$ cat src/rtl/sys1_clken_gen.sv
// sys1_clken_gen: clock-enable generator for the SEGA System 1/2 core (clk48M domain).
//
// Purpose:
//   - Power-of-two divider chain: square outputs div_clk[i] = clk48M/2^(i+1) plus
//     one-cycle enables div_ce[i] that pulse on the same edge where div_clk[i] falls.
//   - NCH runtime-programmable fractional channels (num/den of clk48M) producing a
//     one-cycle enable frac_ce[c] and a toggle output frac_clk[c].
//
// Ports:
//   clk48M    in   master clock
//   reset     in   asynchronous reset, active-high
//   pause     in   freeze counters, force enables low (only with CLKGEN_PAUSE_EN)
//   cfg_we    in   load strobe for channel cfg_ch (ignored when cfg_ch >= NCH)
//   cfg_ch    in   channel index
//   cfg_num   in   numerator to load
//   cfg_den   in   denominator to load
//   div_clk   out  divider counter bits
//   div_ce    out  divider enables
//   frac_ce   out  fractional enables
//   frac_clk  out  fractional toggle outputs
//
// Optional feature macro: CLKGEN_PAUSE_EN (adds the pause port).
// All outputs are registered.

module sys1_clken_gen #(
  parameter int unsigned DIVW    = 5,
  parameter int unsigned NCH     = 2,
  parameter int unsigned ACCW    = 8,
  parameter int unsigned RST_NUM = 1,
  parameter int unsigned RST_DEN = 3,
  localparam int unsigned CHW    = (NCH > 1) ? $clog2(NCH) : 1
) (
  input  logic            clk48M,
  input  logic            reset,
`ifdef CLKGEN_PAUSE_EN
  input  logic            pause,
`endif
  input  logic            cfg_we,
  input  logic [CHW-1:0]  cfg_ch,
  input  logic [ACCW-1:0] cfg_num,
  input  logic [ACCW-1:0] cfg_den,
  output logic [DIVW-1:0] div_clk,
  output logic [DIVW-1:0] div_ce,
  output logic [NCH-1:0]  frac_ce,
  output logic [NCH-1:0]  frac_clk
);

  logic run;
`ifdef CLKGEN_PAUSE_EN
  assign run = ~pause;
`else
  assign run = 1'b1;
`endif

  // Divider chain
  logic [DIVW-1:0] cnt_q, cnt_d;
  logic [DIVW-1:0] div_ce_q, div_ce_d;

  always_comb begin
    logic ones;
    cnt_d    = cnt_q;
    div_ce_d = '0;
    ones     = 1'b1;
    if (run) begin
      cnt_d = cnt_q + 1'b1;
      // div_ce[i] fires on the edge that carries counter[i:0] out of all-ones.
      for (int i = 0; i < DIVW; i++) begin
        ones        = ones & cnt_q[i];
        div_ce_d[i] = ones;
      end
    end
  end

  // Fractional channels
  logic [ACCW-1:0] num_q [NCH];
  logic [ACCW-1:0] num_d [NCH];
  logic [ACCW-1:0] den_q [NCH];
  logic [ACCW-1:0] den_d [NCH];
  logic [ACCW-1:0] acc_q [NCH];
  logic [ACCW-1:0] acc_d [NCH];
  logic [NCH-1:0]  fce_q, fce_d;
  logic [NCH-1:0]  fclk_q, fclk_d;

  always_comb begin
    logic [ACCW:0] sum;
    num_d  = num_q;
    den_d  = den_q;
    acc_d  = acc_q;
    fce_d  = '0;
    fclk_d = fclk_q;
    sum    = '0;
    for (int c = 0; c < NCH; c++) begin
      if (cfg_we && (cfg_ch == CHW'(c))) begin
        // Load wins over this cycle's update, even while paused.
        num_d[c]  = cfg_num;
        den_d[c]  = cfg_den;
        acc_d[c]  = '0;
        fclk_d[c] = 1'b0;
      end else if (!run || (num_q[c] == '0) || (den_q[c] == '0)) begin
        fce_d[c] = 1'b0;
      end else if (num_q[c] >= den_q[c]) begin
        acc_d[c]  = '0;
        fce_d[c]  = 1'b1;
        fclk_d[c] = ~fclk_q[c];
      end else begin
        sum = {1'b0, acc_q[c]} + {1'b0, num_q[c]};
        if (sum >= {1'b0, den_q[c]}) begin
          acc_d[c]  = ACCW'(sum - {1'b0, den_q[c]});
          fce_d[c]  = 1'b1;
          fclk_d[c] = ~fclk_q[c];
        end else begin
          acc_d[c] = sum[ACCW-1:0];
        end
      end
    end
  end

  always_ff @(posedge clk48M or posedge reset) begin
    if (reset) begin
      cnt_q    <= '0;
      div_ce_q <= '0;
      fce_q    <= '0;
      fclk_q   <= '0;
      for (int c = 0; c < NCH; c++) begin
        num_q[c] <= ACCW'(RST_NUM);
        den_q[c] <= ACCW'(RST_DEN);
        acc_q[c] <= '0;
      end
    end else begin
      cnt_q    <= cnt_d;
      div_ce_q <= div_ce_d;
      fce_q    <= fce_d;
      fclk_q   <= fclk_d;
      for (int c = 0; c < NCH; c++) begin
        num_q[c] <= num_d[c];
        den_q[c] <= den_d[c];
        acc_q[c] <= acc_d[c];
      end
    end
  end

  assign div_clk  = cnt_q;
  assign div_ce   = div_ce_q;
  assign frac_ce  = fce_q;
  assign frac_clk = fclk_q;

endmodule

$ cat config.mk
export PLATFORM = sky130hd
export DESIGN_NAME = sys1_clken_gen
export DESIGN_NICKNAME = d
export VERILOG_FILES = /design/src/rtl/sys1_clken_gen.sv
export SDC_FILE = /design/constraint.sdc
export NUM_CORES = 1
export LEC_CHECK = 0
export ABC_AREA = 1
export BUFFER_PORTS_ARGS = -buffer_cell sky130_fd_sc_hd__buf_2
export CORE_UTILIZATION = 35
export DETAILED_ROUTE_END_ITERATION = 10
export GPL_TIMING_DRIVEN = 0
export SYNTH_ARGS = -nofsm -noshare
export SYNTH_HDL_FRONTEND = slang
export SYNTH_SLANG_ARGS = --single-unit
$ cat constraint.sdc
create_clock -name clk48M -period 3.2 [get_ports clk48M]
set_input_delay 0.64 -clock clk48M [delete_from_list [all_inputs] [get_ports clk48M]]
set_output_delay 0.64 -clock clk48M [all_outputs]
set_load 0.05 [all_outputs]
==> results.toml <==
[grt]
grt.overflow.total = 0
grt_pass1_vias = 3849
antenna_found_initial = 0
grt_usage_pct = 18.6
grt_start_max_net_pins = 43
grt_pass1_wl_microns = 19000

[sta]
tightest_slew_ns = 0.539
finalSetupTns_ns = 0
maxSlewViolCount = 0
hold_viol = 0
skew_ns = 0.00866
hold_ws_ns = 0.329
rsz0062_at_grt = "no"
setup_viol_count_final = 0
fin_crit_ns = 2.97
max-slew-margin-rel_pct = 63.9
timing.fmax_mhz = 336
period_share_pct = 92.9

[synthesis]
syn_area_per_cell_sq_um = 7.23
ys_warn_count = 0
synth.top_cell.area_share_pct = 31.1
ys.flop_type = "dfrtp_1"
synth_common_cells = "200 x nand2_1, 98 x inv_1, 56 x dfrtp_1"
synthTopCellsByArea = "dfrtp_1 31%, nand2_1 17%, ha_1 14%, inv_1 8.2%, nand3_1 5.3%"
syn_nets = 697
ys_seq_area_share_pct = 34.6
synth_cell_types = 28
synth_top_area_cell = "dfrtp_1"
synth.most_common_cell = "nand2_1"
synthesis.area_sq_um = 4510
yosys_register_bits = 62
ys_async_sr_fraction_pct = 100
synth_edf_count = 0
syn_inst = 623

[finish]
syn_to_final_growth_pct = 14.7
nets = 742
diodes = 0
drive_above_1_share_pct = 11.4
fin_util_pct = 41.1

[clock_tree]
cts-root-buf = "clkbuf_16"
clockBufferDepth = 2
worstSkewPairLatency_ns = 0.33
cts_sinks = 62
path_clk_slew_ns = 0.06
cts_tree = "yes"
cts-htree-levels = 3
holdBufCountCts = 0
numCtsBuffers = 9

[worst_setup_path]
crit_fanout = 8
cp-start-kind = "register"
cp.required_ns = 3.41
critical_path_arrival_ns = 3.19
critPathCaptureType = "register"
criticalPathCategory = "register to register"

[die]
dieArea_sq_um = 13300
initial_core_util_pct = 35.8
die_x_microns = 115
rows = 41
die_h_microns = 115
coreArea_sq_um = 12600
io-pin-count = 34

[detailed_routing]
drt_iter0_drc = 205
post_drt_wl_per_cell_microns = 13.4
vias = 4060
vias_per_cell = 4.80
wl_microns = 11300
drt_first_pass_iters = 5
drtAntennaViolNets = 0
drcViolationCount = 0

[pwr]
p_per_area_nw_per_um2 = 944
vdd_drop_max_mv = 0.333
p_leak_uw = 0.00293

[placed_design]
gp_congestion = 0.881
port_buffers = 33
dp_hpwl_microns = 8840

[job]
drv_cap = 0

[hold_path]
hp-class = "primary input to async pin"

[status]
outcome = "complete, no violations"
kinds of logic after synthesis:
group | after synthesis | synth area share, %
and+or+nand+nor | 321 | 29.9
buffers and inverters | 109 | 9.52
AOI/OAI and AO/OA | 65 | 7.94
DFF | 62 | 34.6
adders and majority gates | 54 | 15.7
xor gates and xnor gates | 12 | 2.33
area by class of cell:
cell class              instances  area [sq um]
clock buffers                  13           240
inverters                     101           379
multi-input cells             452          2520
well taps                     172           215
repair buffers                 34           185
flip-flops and latches         62          1560
fillers                      1314          7400
clock inverters                 3          15.0
plain buffers                   8          50.0
state kept, by name, indices dropped and copies added (netlist names):
signal	flops
acc_q	16
den_q	16
num_q	16
div_ce	5
div_clk	5
frac_ce	2
frac_clk	2
placed cells by master (no fill, tap or decap):
cell type,netlist,layout
nor2_1,40,40
fa_1,4,4
dfrtp_1,56,56
buf_6,2,2
o21a_1,2,2
o21ai_1,2,2
dfstp_2,6,6
buf_4,1,1
ha_1,50,50
inv_1,98,96
xor2_1,5,5
nor2_2,3,3
a21o_1,2,2
clkbuf_16,0,9
nand4_1,19,19
nand2_2,1,1
nand3b_1,3,3
buf_2,1,34
nand3_2,0,1
xnor2_1,7,7
a21oi_1,14,14
nand2_1,200,200
buf_12,0,1
nor3_1,2,2
clkinv_2,0,3
inv_2,3,5
o21ai_0,39,39
nand3_1,48,47
or2_2,5,5
a21oi_2,4,4
clkbuf_1,4,8
o21ai_2,2,2
power by group:
part	switching, uW	internal, uW
Combinational	1820	1110
Sequential	122	959
Clock	352	521
Total	2290	2590
layer usage:
layer / up-vias / track usage (%) / share of wire (%)
met5: - / 0 / 0
met4: 0 / 4.94 / 1.1
met3: 9 / 4.39 / 4.2
met2: 77 / 29.4 / 45
met1: 1903 / 25.4 / 50
li1: 2071 / - / -
timing repair:
item / 4_1_cts / 5_1_grt
gates resized for setup: 0 / 2
setup endpoints to repair: 0 / 17
buffers inserted: 0 / 0
through the flow:
stage / setup WS [ns] / cell area, sq um / power [uW] / instances
2_1_floorplan: 0.532 / 4510 / 3390 / 623
3_3_place_gp: 0.190 / 4890 / 3940 / 828
3_5_place_dp: 0.219 / 4910 / 4000 / 829
4_1_cts: 0.203 / 5160 / 4900 / 845
5_1_grt: 0.00200 / 5170 / 5390 / 845
6_report: 0.226 / 5170 / 4880 / 845
worst paths after layout:
path | depth (start not counted) | slack (ns) | from | endpoint
worst max register to register | 19 | 0.23 | num_q[8] | acc_q[12]
worst max-delay path | 19 | 0.23 | num_q[8] | acc_q[12]
worst min-delay path | 2 | 0.33 | reset | acc_q[4]
min in group clk48M | 0 | 0.47 | div_clk[0] | div_ce[0]
worst min register to register | 0 | 0.47 | div_clk[0] | div_ce[0]
max in group asynchronous | 3 | 2.22 | reset | num_q[0]
critical path, cell delays in order, from the launching register on:
cell and delay [ns]:
dfstp_2 0.38, ha_1 0.24, fa_1 0.42, nand3_1 0.10, nand3_2 0.10, nand3_1 0.11
nand3b_1 0.09, nand2_1 0.09, inv_1 0.05, ha_1 0.33, nand2_1 0.11, inv_1 0.04
a21oi_1 0.17, nand2_1 0.08, nand2_1 0.09, nand2_2 0.07, inv_2 0.14, nand2_1 0.07
nand3_1 0.09, nand2_1 0.07
(Power assumes the default switching activity.)
